<file path="src/rtl/mem_addr_gen.sv">
// mem_addr_gen: registered memory-address generator with vector selects and acked bursts
// Ports: clk_i clock; rst_ni async active-low reset; sel_i source select; data_{0,1,5,6}_i sources;
//        start_i/burst_len_i request; mem_ack_i/abort_i burst control;
//        addr_out_o, addr_valid_o, busy_o, done_o, illegal_sel_o status.
module mem_addr_gen #(
   parameter int WIDTH    = 32,
   parameter int VEC_BASE = 253,
   parameter int STEP     = 4,
   parameter int LEN_W    = 4
) (
   input  logic             clk_i,
   input  logic             rst_ni,
   input  logic [2:0]       sel_i,
   input  logic [WIDTH-1:0] data_0_i,
   input  logic [WIDTH-1:0] data_1_i,
   input  logic [WIDTH-1:0] data_5_i,
   input  logic [WIDTH-1:0] data_6_i,
   input  logic             start_i,
   input  logic [LEN_W-1:0] burst_len_i,
   input  logic             mem_ack_i,
   input  logic             abort_i,
   output logic [WIDTH-1:0] addr_out_o,
   output logic             addr_valid_o,
   output logic             busy_o,
   output logic             done_o,
   output logic             illegal_sel_o
);
   typedef enum logic {IDLE, BURST} state_e;
   state_e state_q, state_d;
   logic [WIDTH-1:0] addr_q, addr_d, src;
   logic [LEN_W-1:0] beats_q, beats_d;
   logic valid_q, valid_d, done_q, done_d, ill_q, ill_d, is_vec;
   assign is_vec = sel_i inside {3'd2, 3'd3, 3'd4};
   // sel 2..4 map onto consecutive vector addresses; sel 7 never reaches addr_d
   assign src = sel_i == 3'd0 ? data_0_i :
                sel_i == 3'd1 ? data_1_i :
                sel_i == 3'd5 ? data_5_i :
                sel_i == 3'd6 ? data_6_i :
                WIDTH'(VEC_BASE) + WIDTH'(sel_i - 3'd2);
   always_comb begin
      state_d = state_q;
      addr_d  = addr_q;
      beats_d = beats_q;
      valid_d = valid_q;
      done_d  = 1'b0;
      ill_d   = 1'b0;
      if (state_q == IDLE) begin
         if (start_i && sel_i == 3'd7) ill_d = 1'b1;
         else if (start_i) begin
            state_d = BURST;
            addr_d  = src;
            valid_d = 1'b1;
            // vectors are single-beat; a zero length still means one beat
            beats_d = (is_vec || burst_len_i == '0) ? '0 : burst_len_i - LEN_W'(1);
         end
      end else if (abort_i) begin
         state_d = IDLE;
         valid_d = 1'b0;
      end else if (mem_ack_i) begin
         if (beats_q == '0) begin
            state_d = IDLE;
            valid_d = 1'b0;
            done_d  = 1'b1;
         end else begin
            addr_d  = addr_q + WIDTH'(STEP);
            beats_d = beats_q - LEN_W'(1);
         end
      end
   end
   always_ff @(posedge clk_i or negedge rst_ni) begin
      if (!rst_ni) begin
         state_q <= IDLE;
         addr_q  <= '0;
         beats_q <= '0;
         valid_q <= 1'b0;
         done_q  <= 1'b0;
         ill_q   <= 1'b0;
      end else begin
         state_q <= state_d;
         addr_q  <= addr_d;
         beats_q <= beats_d;
         valid_q <= valid_d;
         done_q  <= done_d;
         ill_q   <= ill_d;
      end
   end
   assign addr_out_o    = addr_q;
   assign addr_valid_o  = valid_q;
   assign busy_o        = state_q == BURST;
   assign done_o        = done_q;
   assign illegal_sel_o = ill_q;
endmodule

</file>
<file path="config.mk">
export PLATFORM = sky130hd
export DESIGN_NAME = mem_addr_gen
export DESIGN_NICKNAME = d
export VERILOG_FILES = /design/src/rtl/mem_addr_gen.sv
export SDC_FILE = /design/constraint.sdc
export NUM_CORES = 1
export LEC_CHECK = 0
export ABC_AREA = 1
export BUFFER_PORTS_ARGS = -buffer_cell sky130_fd_sc_hd__clkbuf_2
export CAP_MARGIN = 20
export CORE_UTILIZATION = 53
export DETAILED_ROUTE_END_ITERATION = 10
export GPL_ROUTABILITY_DRIVEN = 0
export GPL_TIMING_DRIVEN = 1
export PLACE_DENSITY = 0.94
export SETUP_SLACK_MARGIN = 0.3
export SYNTH_ARGS = -nofsm -noshare
export SYNTH_HDL_FRONTEND = slang
export SYNTH_SLANG_ARGS = --single-unit
</file>
<file path="constraint.sdc">
create_clock -name clk_i -period 2.8 [get_ports clk_i]
set_input_delay 0.56 -clock clk_i [delete_from_list [all_inputs] [get_ports clk_i]]
set_output_delay 0.56 -clock clk_i [all_outputs]
set_load 0.005 [all_outputs]
</file>
Word-level counts from Yosys, hierarchy flattened

Index checks and enable logic that the tools add are counted.

Register bits: 40
ROM bits: 0
Bits in writable memories: 0
Input bits: 140
Memories kept: 0
Output and inout bits: 36
Bits in latches: 0
Logic and storage cells: 68

Divide/modulo/power cells: 0
$add $sub $neg: 5
Bitwise operators: 0
Eq/ne operators: 13
Order comparisons: 0
Multiply operators: 0
Reduce and logical (&&, ||, !) cells: 9
Shift-type cells: 0
Mux-type cells: 35

Operators by type and width:

| kind                  | number |
|---|---|
| $mux 32               | 10 |
| $add 32x3->32 const B | 1 |
| $mux 4                | 7 |
| $mux 1                | 18 |
| $eq 3x3->1 const B    | 4 |
| $add 9x4->10 const A  | 1 |
| $logic_not 4->1       | 2 |
| $ne 2x2->1 const B    | 4 |
| $sub 4x1->4 const B   | 2 |
| $eq 3x2->1 const B    | 2 |
| $reduce_and 5->1      | 1 |
| $reduce_and 4->1      | 1 |
| $sub 3x2->4 const B   | 1 |
| $eq 3x1->1 const B    | 1 |
| $logic_not 3->1       | 1 |
| $ne 3x2->1 const B    | 1 |
| $ne 3x3->1 const B    | 1 |
| $reduce_bool 3->1     | 1 |
| $reduce_bool 2->1     | 1 |
| $logic_and 1x1->1     | 1 |
| $logic_or 1x1->1      | 1 |

Longest topological paths before layout

Gate-level depths: netlist (run 1).

Depth in word-level cells: 9
Gate-level depth with buffers: 12
Gate-level depth less buffers: 11

Worst setup path after synthesis (run 1)

No wires, ideal clock.

Path kind: input to register
Start: input port sel_i[1]
End: register addr_q[2] (netlist: addr_out_o[2])
Data arrival time: 1.944 ns
Stages: 10
Setup slack: 0.779 ns
Setup time: 0.077 ns
Data required time: 2.723 ns
Buffers on the path: 1
Path through: inv_1 > ha_1 > buf_4 > inv_2 > fa_1 > nand2_1 > o21ai_0 > o21ai_0 > nand3_1 > a21oi_1

Cells in the longest elaborated chain, start to end: 9
Elaborated cells on any way between the ends: 17
Classes of those cells: add/sub: 2; eq/ne: 5; mux: 7; reduce/logical: 3

Ends and longest elaborated chain:

| item                   | line | RTL |
|---|---|---|
| start: declaration     | 13   | `input logic [2:0] sel_i,` |
| $sub 3x2->4            | 39   | `WIDTH'(VEC_BASE) + WIDTH'(sel_i - 3'd2);` |
| $add 9x4->10           | 39   |  |
| $mux 32                | 38   | `sel_i == 3'd6 ? data_6_i :` |
| $mux 32                | 37   | `sel_i == 3'd5 ? data_5_i :` |
| $mux 32                | 36   | `sel_i == 3'd1 ? data_1_i :` |
| $mux 32                | 35   | `assign src = sel_i == 3'd0 ? data_0_i :` |
| $mux 32                | 49   | `else if (start_i) begin` |
| $mux 32                | 48   | `if (start_i && sel_i == 3'd7) ill_d = 1'b1;` |
| $mux 32                | 47   | `if (state_q == IDLE) begin` |
| end signal: assignment | 80   | `addr_q <= addr_d;` |
| end: declaration       | 30   | `logic [WIDTH-1:0] addr_q, addr_d, src;` |

Parallel ways exist; a longest one is shown, timed or not. The select of a mux whose other input is x is not followed.
A chain may end at the register's enable or synchronous reset.

Worst setup path after layout (run 1)

Start: input port sel_i[1]
End: register addr_q[18] (netlist: addr_out_o[18])

Same word-level chain as after synthesis.

==> qor.csv, run 1 <==
metric,value,unit
WP depth,9,
clock skew after layout,0.00396,ns
Reg2Reg Setup Slack,0.95,ns
P&R area growth vs syn,25.6,%
leading area contributor after synthesis,dfrtp_1,
CTS root buffer,clkbuf_8,
Routed WL,13000,µm
Seq pwr share,35.2,%
first-pass GRT wire length,20900,µm
#FFs+latches synth,40,
I/O pin count,176,
CP endpoint kind,register,
status,finished clean,
crit path max fanout,28,
mean area per synthesized cell,5.82,µm²
"commonest non-fill, non-tap cell in the layout",nand2_1,
Post-Syn Instances,688,
Total GRT Usage,34.0,%
worst r2r path cells,9,
Logic pwr share,50.2,%
First DRT Iteration DRCs,480,
Internal,1.88,mW
layout cells sized above 1,25.7,%
row count,31,
ANT nets after route,0,
clock sink total,40,
CP max stage delay,0.35,ns
H-tree levels,2,
Critical Setup Path Class,in -> reg,
Initial Util,55.0,%
antenna diode count,0,
dpl ws,0.300,ns
fillers,670,
CP Launch Point,sel_i[1],
hold buffers post-CTS,0,
RSZ-0062 raised after global routing,no,
max-cap violations,0,
final hold vios,0,
Final Cell Area,0.00503,mm²
setup violators final,0,
Die Height,89.0,µm
Worst VDD drop,0.297,mV
TNS Setup,0,ns
die area,0.00791,mm²
DR DRC count,0,
HPWL after detailed placement,10200,µm
syn_nets,839,
Sw Share,48.0,%
total net switching power,1.73,mW
Slew Limit Fails,0,
Cell Pwr Density,717,mW/mm²
# resized after CTS,0,
Syn Std Cell Area,0.00401,mm²
most frequent cells in the layout,"nand2_1 (236), clkbuf_2 (175), nor2_1 (96)",
slowest CP cell,clkinv_2,
crit path cell chain,clkbuf_2 > inv_1 > ha_1 > nand2_1 > clkinv_2 > nand2_1 > nand4_1 > a21oi_1 > a21oi_1,
TritonCTS Buffers,5,
Layout Cells excl Fill,951,
WHS,0.324,ns
initial antenna violation count,0,
Port Buffer Count,175,
FF-to-FF Start,beats_q[0]$_DFFE_PN0P_,
CP required,2.97,ns
deepest clock path buffer count,2,
placed cell area,0.00491,mm²
DR vias/cell,5.41,
worst path arrival time,2.40,ns
Tmin final,2.23,ns
1st-pass router iterations,5,
Die Wd,89.0,µm
Worst Slack Setup Final,0.574,ns
FF+latch area,0.00100,mm²
Routed WL per cell,13.7,µm
largest net degree at the start of global routing,44,
placed cells,943,
postcts setup bufs,0,
TritonCTS clock tree,done,
worst skew pair latency,0.29,ns
Least-Margin Pin Slew,0.538,ns
Core ar.,0.00729,mm²
worst rel slew slack,64.1,%
Worst path top cell family by delay,buffers and inverters,
clock power share,14.6,%
Pwr Total,3.61,mW
FMAX,449,MHz
Congestion Overflow GR,0,
worst hold path class,in -> async,
Final period util,79.5,%
yosys warns,0,
vias in the first global route,4536,
Leakage,2.68,nW
Area contributors post-synth,"dfrtp_1 (25%), nand2_1 (22%), nor2_1 (9.0%), a21oi_1 (7.0%), o21ai_0 (6.6%)",
CP Launch Type,input pin,
vias,5147,
post-route core utilization,69.0,%
Synth top area share,25.0,%
register area share after synthesis,25.0,%
area of the multi-input gates,0.00261,mm²
Netlist cell types,32,
Worst-path clk slew,0.08,ns
worst flop-to-flop path endpoint,addr_out_o[11]$_DFFE_PN0P_,
CP Capture Point,addr_out_o[18]$_DFFE_PN0P_,
crit path buf inv count,3,
Layout Nets,1002,
-- power by group through the flow --
stage | Combinational (mW) | Clock (mW) | Sequential [mW]
2_1_floorplan | 1.18 | 0 | 1.17
3_3_place_gp | 1.74 | 0 | 1.25
3_5_place_dp | 1.79 | 0 | 1.26
4_1_cts | 1.80 | 0.526 | 1.25
5_1_grt | 2.07 | 0.550 | 1.31
6_report | 1.81 | 0.525 | 1.27
-- routing by layer --
layer	share of wire [%]	vias to the layer above	track usage (%)
met1	42	2278	49.2
met2	46	303	53.1
met5	0	-	0
met4	2.3	0	10.4
li1	-	2536	-
met3	9.5	30	4.34
-- worst reg2reg max path: stages (launching register included) --
cell	delay [ns]
dfrtp_1	0.39
inv_1	0.08
ha_1	0.24
nand3_1	0.10
nand3_1	0.08
nand2_2	0.08
buf_4	0.40
o21ai_0	0.22
nor2_1	0.12
nor2_1	0.05
-- synthesized netlist by cell type --
cell type	n
o21bai_1	3
nand3_1	34
buf_6	1
o221ai_1	2
buf_2	11
nor2_4	5
nor2_1	96
a211oi_1	1
o21a_1	1
o211ai_1	5
nand2_1	236
xnor2_1	1
buf_4	10
nand3b_1	2
nor2_2	4
ha_1	10
nand2_2	8
nand3_2	1
a31oi_1	3
nor3_1	6
dfrtp_1	40
or2_2	4
fa_1	1
inv_1	59
a21oi_1	56
nand2_4	1
nand4_1	20
o21ai_0	53
clkbuf_1	5
o21ai_1	1
inv_2	5
xor2_1	3
-- worst min path at each step --
stage | startpoint | endpoint | depth (start not counted) | slack [ns]
floorplan | rst_ni | addr_out_o[0]$_DFFE_PN0P_ | 0 | 0.26
detailed placement | addr_out_o[0]$_DFFE_PN0P_ | addr_out_o[0]$_DFFE_PN0P_ | 1 | 0.51
global placement | addr_out_o[0]$_DFFE_PN0P_ | addr_out_o[0]$_DFFE_PN0P_ | 1 | 0.49
CTS | rst_ni | addr_out_o[30]$_DFFE_PN0P_ | 2 | 0.35
global route | rst_ni | addr_out_o[30]$_DFFE_PN0P_ | 2 | 0.38
finish | rst_ni | addr_out_o[30]$_DFFE_PN0P_ | 2 | 0.32
-- cell type report --
cell class	instances	share of cell area, %
inverters	64	4.80
well taps	99	2.46
clock inverters	1	0.596
multi-input cells	557	51.8
repair buffers	183	18.6
clock buffers	7	1.91
flip-flops and latches	40	19.9
-- sequential cells by signal, summed over array words and instances, names as in the netlist --
| signal | flops |
|---|---|
| done_o | 1 |
| beats_q | 4 |
| busy_o | 1 |
| illegal_sel_o | 1 |
| addr_valid_o | 1 |
| addr_out_o | 32 |
-- cells by family (layout without fill, tap and decap cells) --
family,after synthesis,count (layout),synth area share [%]
compound gates,125,125,16.5
xor+xnor,4,4,0.874
fa+ha+maj,11,11,3.62
buf+inv,91,255,9.99
flops,40,40,25.0
simple gates,417,417,44.0
Note: power is estimated with default switching activity, not from simulation.
==> run 2: changes to the inputs <==
ABC_AREA = 0   (was 1)
CORE_UTILIZATION = 43   (was 53)
PLACE_DENSITY = 0.84   (was 0.94)
clock period = 2 ns   (was 2.8 ns; I/O delays follow)
==> run 2 against run 1 <==
  * Combinational power increased by 27%
  * Cell count decreased by 19%
  * Die area increased by 12%
  * Sequential power increased by 24%
  * Non-clock buffer count increased by 55
  * Sequential cell count unchanged
  * Critical path type unchanged
  * Largest cell class unchanged
==> qor.csv, run 2 <==
metric,value,unit
placed cell area,0.00500,mm²
"commonest non-fill, non-tap cell in the layout",clkbuf_2,
crit path buf inv count,3,
clock skew after layout,0.0104,ns
setup violators final,0,
HPWL after detailed placement,10600,µm
ANT nets after route,0,
Slew Limit Fails,0,
Post-Syn Instances,454,
Critical Setup Path Class,in -> reg,
P&R area growth vs syn,51.1,%
hold buffers post-CTS,0,
first-pass GRT wire length,21800,µm
antenna diode count,0,
Least-Margin Pin Slew,0.722,ns
Worst Slack Setup Final,0.185,ns
Congestion Overflow GR,0,
Area contributors post-synth,"dfrtp_1 (28%), a21oi_1 (6.2%), o21ai_0 (4.1%), mux2_2 (3.7%), a221oi_1 (3.6%)",
mean area per synthesized cell,8.01,µm²
I/O pin count,176,
Total GRT Usage,31.6,%
Layout Nets,812,
WHS,0.140,ns
vias,4768,
die area,0.00883,mm²
most frequent cells in the layout,"clkbuf_2 (174), buf_4 (53), a21oi_1 (44)",
Netlist cell types,64,
crit path max fanout,5,
yosys warns,0,
Synth top cells by count,"a21oi_1 (45), dfrtp_1 (40), nor2_1 (31)",
slowest CP cell,ha_4,
Port Buffer Count,175,
ys async rst share,100,%
Final Cell Area,0.00550,mm²
dpl ws,-0.155,ns
Initial Util,44.3,%
CP required,2.20,ns
syn_nets,605,
Worst-path clk slew,0.09,ns
Worst VDD drop,0.364,mV
CTS root buffer,clkbuf_8,
"Top cell by count, worst path",a211oi_2,
H-tree levels,2,
post-route core utilization,66.9,%
status,finished clean,
worst skew pair latency,0.30,ns
clock sink total,40,
FMAX,551,MHz
#FFs+latches synth,40,
max-cap violations,0,
layout cells sized above 1,48.8,%
"EDFF count, synth",0,
DR DRC count,0,
initial antenna violation count,0,
Tmin final,1.81,ns
register area share after synthesis,27.5,%
DR vias/cell,6.22,
Routed WL per cell,19.0,µm
top_reg_cell synth,dfrtp_1,
Cell Pwr Density,824,mW/mm²
CP Capture Point,addr_out_o[7]$_DFFE_PN0P_,
final hold vios,0,
FF-to-FF Start,beats_q[1]$_DFFE_PN0P_,
worst r2r path cells,8,
Die Height,94.0,µm
crit path cell chain,buf_8 > clkinvlp_4 > ha_4 > a21boi_4 > inv_2 > ha_4 > a21oi_2 > a211oi_2 > a211oi_2 > a211oi_2 > a311oi_1,
TritonCTS clock tree,done,
Routed WL,14600,µm
max FFs per register,32,
CP endpoint kind,register,
Final period util,90.7,%
row count,33,
largest net degree at the start of global routing,35,
CP Launch Type,input pin,
worst path arrival time,2.02,ns
TritonCTS Buffers,5,
leading area contributor after synthesis,dfrtp_1,
WP depth,11,
RSZ-0062 raised after global routing,yes,
CP Launch Point,sel_i[1],
Syn Std Cell Area,0.00364,mm²
Reg2Reg Setup Slack,0.19,ns
Synth top area share,27.5,%
Leakage,2.53,nW
First DRT Iteration DRCs,360,
top-count cell post-synth,a21oi_1,
worst rel slew slack,51.9,%
vias in the first global route,4431,
Die Wd,94.0,µm
1st-pass router iterations,6,
Layout Cells excl Fill,767,
CP max stage delay,0.30,ns
Worst path top cell family by delay,compound AO/OA/AOI/OAI gates,
worst hold path class,in -> async,
worst flop-to-flop path endpoint,addr_out_o[21]$_DFFE_PN0P_,
deepest clock path buffer count,2,
placed cells,745,
Core ar.,0.00822,mm²
-- run 2: cell types whose count changed in the layout (fill, tap and decap cells not counted), moves of 15 or more --
cell,before,now
nand2_1,236,28
nor2_1,96,28
inv_1,59,9
buf_4,8,53
o21ai_0,53,20
nand3_1,34,15
nand4_1,20,5
-- run 2: worst min path at each step --
stage / start / end / slack [ns] / cells past startpoint
2_1_floorplan: rst_ni / addr_out_o[0]$_DFFE_PN0P_ / 0.10 / 0
3_3_place_gp: rst_ni / addr_out_o[19]$_DFFE_PN0P_ / 0.47 / 1
3_5_place_dp: rst_ni / addr_out_o[21]$_DFFE_PN0P_ / 0.48 / 1
4_1_cts: rst_ni / addr_out_o[21]$_DFFE_PN0P_ / 0.15 / 1
5_1_grt: rst_ni / addr_out_o[21]$_DFFE_PN0P_ / 0.20 / 1
6_report: rst_ni / addr_out_o[21]$_DFFE_PN0P_ / 0.14 / 1
-- run 2: power by group --
group	switching [mW]	leakage [nW]	internal, mW
registers	0.433	0.486	1.14
clock network	0.305	0.0552	0.371
logic	1.17	1.99	1.12
total	1.91	2.53	2.62
-- run 2: per-stage QoR --
| step | power (mW) | setup TNS, ns |
|---|---|---|
| finish | 4.53 | 0 |
| global route | 4.77 | 0 |
| CTS | 4.33 | 0 |
| detailed placement | 3.54 | -0.776 |
| global placement | 3.45 | -0.248 |
| floorplan | 2.57 | -0.369 |
-- run 2: cells by family (layout without fill, tap and decap cells) --
family          Yosys count  after routing  synth area share [%]
flops                    40             40                  27.5
simple gates            149            149                  21.9
mux                      23             23                  6.74
fa+ha+maj                11             11                  3.99
xor+xnor                  1              1                 0.241
compound gates          177            177                  33.2
buf+inv                  53            261                  6.43
-- run 2: layout make-up --
cell class	count	area, µm²
multi-input combinational	361	2730
fill	676	2720
timing repair buffer	238	1460
sequential	40	1000
tap	105	131
clock buffer	6	72.6
inverter	15	67.6
clock inverter	2	35.0
-- run 2: timing repair --
| item | in CTS | in global routing |
|---|---|---|
| resized for setup | 32 | 31 |
| gates cloned | 0 | 1 |
| pin swaps | 18 | 14 |
| setup endpoints to repair | 30 | 36 |
| endpoints found under the hold margin | 0 | 0 |
| setup buffers | 7 | 6 |
-- run 2: metal layers --
layer	track usage, %	wire, µm	vias to the layer above
li1	-	-	2167
met1	41.8	5690	2251
met2	52.6	7170	322
met3	4.77	1410	28
met4	10.6	337	0
met5	0	0	-
-- run 2: worst reg2reg max path, cell delays in order (launching register included) --
cell       delay [ns]
dfrtp_1          0.39
inv_1            0.08
ha_2             0.19
nor3b_4          0.21
buf_6            0.16
a2bb2oi_4        0.26
buf_12           0.18
a21oi_1          0.05
o22a_1           0.21
